`config.mk`:
```
export PLATFORM = sky130hd
export DESIGN_NAME = ucaspian_step_ctrl
export DESIGN_NICKNAME = d
export VERILOG_FILES = /design/src/rtl/ucaspian_pkg.sv /design/src/rtl/ucaspian_target_accum.sv /design/src/rtl/ucaspian_step_ctrl.sv
export SDC_FILE = /design/constraint.sdc
export NUM_CORES = 1
export LEC_CHECK = 0
export BUFFER_PORTS_ARGS = -buffer_cell sky130_fd_sc_hd__buf_2
export CORE_ASPECT_RATIO = 1.1
export CORE_UTILIZATION = 45
export DETAILED_ROUTE_END_ITERATION = 8
export HOLD_SLACK_MARGIN = 0.06
export PLACE_DENSITY = 0.66
export SYNTH_ARGS = -nofsm -noshare
export SYNTH_HDL_FRONTEND = slang
export SYNTH_HIERARCHICAL = 1
export SYNTH_SLANG_ARGS = --single-unit
```
`constraint.sdc`:
```
create_clock -name clk -period 2.2 [get_ports clk]
set_input_delay 0.11 -clock clk [delete_from_list [all_inputs] [get_ports clk]]
set_output_delay 0.11 -clock clk [all_outputs]
set_load 0.05 [all_outputs]
```
`src/rtl/ucaspian_pkg.sv`:
```
// Shared types and constants for the uCaspian step controller.
package ucaspian_pkg;

  localparam int TIME_W         = 32;
  localparam int NUM_STEP_UNITS = 5;

  localparam int UNIT_FIRE_DISPATCH = 0;
  localparam int UNIT_AXON          = 1;
  localparam int UNIT_NEURON        = 2;
  localparam int UNIT_DENDRITE      = 3;
  localparam int UNIT_SYNAPSE       = 4;

  typedef enum logic [1:0] {
    ST_IDLE,
    ST_WAIT_DONE,
    ST_ADVANCE,
    ST_GUARD
  } step_state_e;

  // Adds an 8-bit increment to a time value, clamping at all-ones.
  function automatic logic [TIME_W-1:0] sat_add_time(input logic [TIME_W-1:0] a,
                                                     input logic [7:0]        b);
    logic [TIME_W:0] sum;
    sum = {1'b0, a} + {{(TIME_W - 7){1'b0}}, b};
    return sum[TIME_W] ? {TIME_W{1'b1}} : sum[TIME_W-1:0];
  endfunction

endpackage

```
`src/rtl/ucaspian_target_accum.sv`:
```
// Saturating run-length target accumulator with a one-cycle accept handshake.
module ucaspian_target_accum
  import ucaspian_pkg::*;
(
  input  logic              clk,
  input  logic              reset,
  input  logic              clr,
  input  logic [7:0]        value_i,
  input  logic              waiting_i,
  output logic              ack_o,
  output logic [TIME_W-1:0] target_o
);

  logic              ack_q, ack_d;
  logic [TIME_W-1:0] target_q, target_d;

  // An offer is taken only when the previous cycle did not ack, giving one ack per assertion.
  always_comb begin
    ack_d    = 1'b0;
    target_d = target_q;
    if (clr) begin
      target_d = '0;
    end else if (waiting_i && !ack_q) begin
      target_d = sat_add_time(target_q, value_i);
      ack_d    = 1'b1;
    end
  end

  always_ff @(posedge clk or negedge reset) begin
    if (!reset) begin
      ack_q    <= 1'b0;
      target_q <= '0;
    end else begin
      ack_q    <= ack_d;
      target_q <= target_d;
    end
  end

  assign ack_o    = ack_q;
  assign target_o = target_q;

endmodule

```
`src/rtl/ucaspian_step_ctrl.sv`:
```
// Network time-step controller: waits for all units to settle, then advances time by one.
module ucaspian_step_ctrl
  import ucaspian_pkg::*;
#(
  parameter int SETTLE_CYCLES = 2,
  parameter int GUARD_CYCLES  = 2,
  parameter int STEP_TIMEOUT  = 1023
) (
  input  logic                      clk,
  input  logic                      reset,
  input  logic                      clear_act,
  input  logic                      clear_config,
  input  logic [7:0]                time_target_value,
  input  logic                      time_target_waiting,
  output logic                      time_target_ack,
  input  logic [NUM_STEP_UNITS-1:0] unit_step_done,
  input  logic                      output_fire_waiting,
  output logic                      next_step,
  output logic [TIME_W-1:0]         time_current,
  output logic                      time_update,
  input  logic                      time_sent,
  output logic                      time_remaining,
  output logic                      core_active,
  output logic                      step_stall
);

  localparam int              WD_W       = $clog2(STEP_TIMEOUT + 1);
  localparam logic [3:0]      SETTLE_MAX = 4'(SETTLE_CYCLES);
  localparam logic [3:0]      GUARD_LAST = 4'(GUARD_CYCLES - 1);
  localparam logic [WD_W-1:0] WD_LAST    = WD_W'(STEP_TIMEOUT - 1);

  logic              clr, all_done;
  logic [TIME_W-1:0] target_time;
  logic [3:0]        settle_inc;

  step_state_e       state_q, state_d;
  logic [3:0]        settle_q, settle_d;
  logic [3:0]        guard_q, guard_d;
  logic [WD_W-1:0]   wd_q, wd_d;
  logic [TIME_W-1:0] time_current_q, time_current_d;
  logic              time_update_q, time_update_d;
  logic              next_step_q, next_step_d;
  logic              time_remaining_q, time_remaining_d;
  logic              step_stall_q, step_stall_d;

  assign clr      = clear_act | clear_config;
  assign all_done = unit_step_done[UNIT_FIRE_DISPATCH] & unit_step_done[UNIT_AXON] &
                    unit_step_done[UNIT_NEURON] & unit_step_done[UNIT_DENDRITE] &
                    unit_step_done[UNIT_SYNAPSE] & ~output_fire_waiting;

  ucaspian_target_accum u_accum (
    .clk       (clk),
    .reset     (reset),
    .clr       (clr),
    .value_i   (time_target_value),
    .waiting_i (time_target_waiting),
    .ack_o     (time_target_ack),
    .target_o  (target_time)
  );

  // Settle count saturates so it can sit at its limit while the last update is unconsumed.
  assign settle_inc = (settle_q == SETTLE_MAX) ? SETTLE_MAX : settle_q + 4'd1;

  always_comb begin
    state_d          = state_q;
    settle_d         = settle_q;
    guard_d          = guard_q;
    wd_d             = wd_q;
    time_current_d   = time_current_q;
    time_update_d    = time_update_q;
    next_step_d      = 1'b0;
    time_remaining_d = target_time > time_current_q;
    step_stall_d     = step_stall_q;

    if (time_update_q && time_sent) time_update_d = 1'b0;

    case (state_q)
      ST_IDLE: begin
        settle_d = '0;
        guard_d  = '0;
        wd_d     = '0;
        if (time_remaining_q) state_d = ST_WAIT_DONE;
      end
      ST_WAIT_DONE: begin
        if (wd_q == WD_LAST) step_stall_d = 1'b1;
        else                 wd_d         = wd_q + 1'b1;
        settle_d = all_done ? settle_inc : 4'd0;
        if (all_done && (settle_inc == SETTLE_MAX) && !time_update_q) begin
          state_d        = ST_ADVANCE;
          next_step_d    = 1'b1;
          time_current_d = time_current_q + TIME_W'(1);
          time_update_d  = 1'b1;
          settle_d       = '0;
        end
      end
      ST_ADVANCE: begin
        state_d = ST_GUARD;
        guard_d = '0;
      end
      ST_GUARD: begin
        if (guard_q == GUARD_LAST) begin
          state_d = ST_IDLE;
          guard_d = '0;
        end else begin
          guard_d = guard_q + 4'd1;
        end
      end
      default: state_d = ST_IDLE;
    endcase

    if (clr) begin
      state_d          = ST_IDLE;
      settle_d         = '0;
      guard_d          = '0;
      wd_d             = '0;
      time_current_d   = '0;
      time_update_d    = 1'b0;
      next_step_d      = 1'b0;
      time_remaining_d = 1'b0;
      step_stall_d     = 1'b0;
    end
  end

  always_ff @(posedge clk or negedge reset) begin
    if (!reset) begin
      state_q          <= ST_IDLE;
      settle_q         <= '0;
      guard_q          <= '0;
      wd_q             <= '0;
      time_current_q   <= '0;
      time_update_q    <= 1'b0;
      next_step_q      <= 1'b0;
      time_remaining_q <= 1'b0;
      step_stall_q     <= 1'b0;
    end else begin
      state_q          <= state_d;
      settle_q         <= settle_d;
      guard_q          <= guard_d;
      wd_q             <= wd_d;
      time_current_q   <= time_current_d;
      time_update_q    <= time_update_d;
      next_step_q      <= next_step_d;
      time_remaining_q <= time_remaining_d;
      step_stall_q     <= step_stall_d;
    end
  end

  assign next_step      = next_step_q;
  assign time_current   = time_current_q;
  assign time_update    = time_update_q;
  assign time_remaining = time_remaining_q;
  assign core_active    = time_remaining_q & ~clear_act & ~clear_config;
  assign step_stall     = step_stall_q;

endmodule

```
==> impl_metrics.json <==
{
  "outcome": "complete, but fails checks",
  "violations": "setup timing",
  "reg2reg_slack_ps": -20,
  "areaGrowthSynthToFinish_pct": 27.3,
  "setup-tns-final_ps": -55.7,
  "rsz0062_at_grt": "true",
  "htreeDepth": 3,
  "routed_wl_um": 17200,
  "fin_crit_ps": 2220,
  "final_net_count": 881,
  "finClkSkew_ps": 8.16,
  "overflow": 0,
  "synth_top_family_by_area": "simple AND/OR/NAND/NOR gates",
  "synth_nets": 751,
  "finalHoldViolCount": 0,
  "dp_slack_ps": -89.7,
  "dieHeight_um": 125,
  "syn_area_per_cell_um2": 9.06,
  "power.leakage_uw": 0.00332,
  "ios": 58,
  "ys_ff_latch": 89,
  "place.port_buffers": 57,
  "crit_end": "time_current[19]",
  "grt_use_total": 0.250,
  "synth_edf_count": 0,
  "drc_errors": 0,
  "reg2reg_from": "settle_q[1]",
  "synth_compound_area_frac": 0.215,
  "drtAntennaViolNets": 0,
  "diodes": 0,
  "finalMaxSlewViolations": 0,
  "clk_pin_slew_worst_paths_ps": 70,
  "start_util": 0.463,
  "synth_commonest_cells": "dfrtp_1, a21oi_1, ha_1",
  "post-route-period-util": 1.01,
  "synthAdderAreaFrac": 0.109,
  "fp.coreArea_mm2": 0.0133,
  "syn_area_mm2": 0.00614,
  "setup_viol": 5,
  "gp_congestion": 0.862,
  "yosysSeqAreaShare": 0.363,
  "drt_pass1_iterations": 6,
  "critPathKind": "flip-flop to flip-flop",
  "cp-startpoint": "settle_q[1]",
  "grt_first_pass_wirelength_um": 28400,
  "num_rows": 44,
  "grt_antenna_before_repair": 0,
  "fmax_ghz": 0.451,
  "die_w_um": 113,
  "avgViaCountPerCell": 5.92,
  "ys_warn_count": 6,
  "rr_worst_depth": 6,
  "insertion_delay_ps": 350,
  "synthMuxAreaShare": 0.00489,
  "power_density_mw_per_mm2": 480,
  "root_buffer": "clkbuf_16",
  "clk_path_buf_depth": 2,
  "maxSlewHeadroom": 0.602,
  "path_max_fanout": 6,
  "endpoint_kind": "flip-flop",
  "peakVddDrop_mv": 0.292,
  "max_cap_violations": 0,
  "drive_gt1_frac": 0.298,
  "dieArea_mm2": 0.0141,
  "netlist_instances": 678,
  "rr_endpoint": "time_current[19]",
  "area.sequential_mm2": 0.00224,
  "final_util": 0.589,
  "setup_slack_ps": -19.5,
  "ys.flop_type": "dfrtp_1",
  "nFillCells": 1160,
  "yosys.area_share.simple": 0.244,
  "synthTopCellsByArea": "dfrtp_1, ha_1, a21oi_1",
  "cts_buffers": 9,
  "multi_input_area_mm2": 0.00388,
  "cp_data_arrival_time_ps": 2490,
  "hp-class": "input port to flip-flop",
  "worstPathRequired_ps": 2470,
  "cts_tree": "built",
  "clkSinkCount": 89,
  "grt_pass1_vias": 5886,
  "ys_async_sr_fraction": 1.00,
  "post_drt_wl_per_cell_um": 17.3,
  "synth.distinct_cells": 76,
  "vias": 5904,
  "drt_iter0_markers": 361,
  "synth_area_leader_cell": "dfrtp_1",
  "grt_max_degree": 72,
  "netlist.area_leader.share": 0.363,
  "critPathLaunchType": "flip-flop",
  "hpwl_um": 12500,
  "synthMostInstantiatedCell": "dfrtp_1",
  "synthXorXnorAreaFrac": 0.0214,
  "worst_pin_slew_ps": 591
}
-- registers in the layout, indices dropped and copies added (netlist names), 2 cells and up --
| signal | count |
|---|---|
| settle_q | 4 |
| state_q | 2 |
| time_current | 32 |
| guard_q | 4 |
| u_accum/target_o | 32 |
| wd_q | 10 |
-- cell families (layout without fill, tap and decap cells) --
group / Yosys count / in the layout
and+or+nand+nor: 255 / 255
muxes: 3 / 3
DFF: 89 / 89
buffers and inverters: 67 / 202
adders and majority gates: 53 / 53
xor gates and xnor gates: 15 / 15
AOI/OAI and AO/OA: 196 / 196
-- worst max-delay path: stages, from the launching register on --
cell     delay [ps]
dfrtp_1         390
ha_1            290
or3b_4          420
nor4_4          220
nand4_4         180
or4_1           500
a21oi_1         150
-- timing repair --
item	in CTS	in global routing
buffers inserted	0	9
cloned	0	1
setup endpoints to repair	16	46
hold buffers	2	0
gates resized for setup	12	44
hold endpoints to repair	36	0
pin swaps	9	21
-- where the power goes --
group          leakage [µW]  switching, µW  total [µW]  internal (µW)
combinational       0.00193            227         379            152
clock              0.000163            689        1720           1030
sequential          0.00123           11.1        1660           1650
-- worst min-delay path by stage --
stage	from	to	slack, ps	depth (start not counted)
floorplan	reset	guard_q[0]	-190	0
global placement	reset	wd_q[9]	110	1
detailed placement	reset	wd_q[9]	110	1
CTS	output_fire_waiting	settle_q[0]	120	3
global route	output_fire_waiting	settle_q[2]	150	3
finish	output_fire_waiting	settle_q[2]	150	3
-- final cells by class --
cell class,count,area share
clock buffers,10,0.0306
clock inverters,6,0.0117
inverters,48,0.0230
multi-input cells,522,0.497
flip-flops and latches,89,0.286
well taps,184,0.0294
repair buffers,138,0.123
-- cell usage in the layout (no fill, tap or decap), types with 5 or more instances in the layout --
cell       count
and2_1         8
a211oi_1       8
xor2_1         8
o21a_1         6
a21oi_1       46
buf_2         57
or4_1          5
o211ai_1       8
nor4_1         8
clkbuf_16      9
a21o_1         5
buf_6          6
or4_4          5
buf_4         70
nor3_1        17
ha_1          46
a31oi_1       12
o21ai_0       40
and3_1         7
o31ai_1       14
xnor2_1        7
nand2_1       45
dfrtp_2        7
nand4_1       27
and4_1         7
nand3_1       23
a21oi_2        9
dfrtp_1       82
inv_1         47
nor2_1        40
or3_1         13
nor2b_1        5
-- per-stage QoR --
stage          area (µm²)  hold slack, ps  power [µW]  instances
2_1_floorplan        6170            -186        1880        678
3_3_place_gp         7170             108        2030        970
3_5_place_dp         7170             109        2040        970
4_1_cts              7560             125        3770        987
5_1_grt              7820             151        3880        997
6_report             7820             149        3760        997
-- layer usage --
layer | global-route usage | vias to the layer above | part of all wire
li1 | - | 2836 | -
met1 | 0.327 | 2873 | 0.44
met4 | 0.0960 | 0 | 0.019
met5 | 0 | - | 0
met3 | 0.0331 | 29 | 0.044
met2 | 0.420 | 166 | 0.50
(Power assumes the default switching activity.)
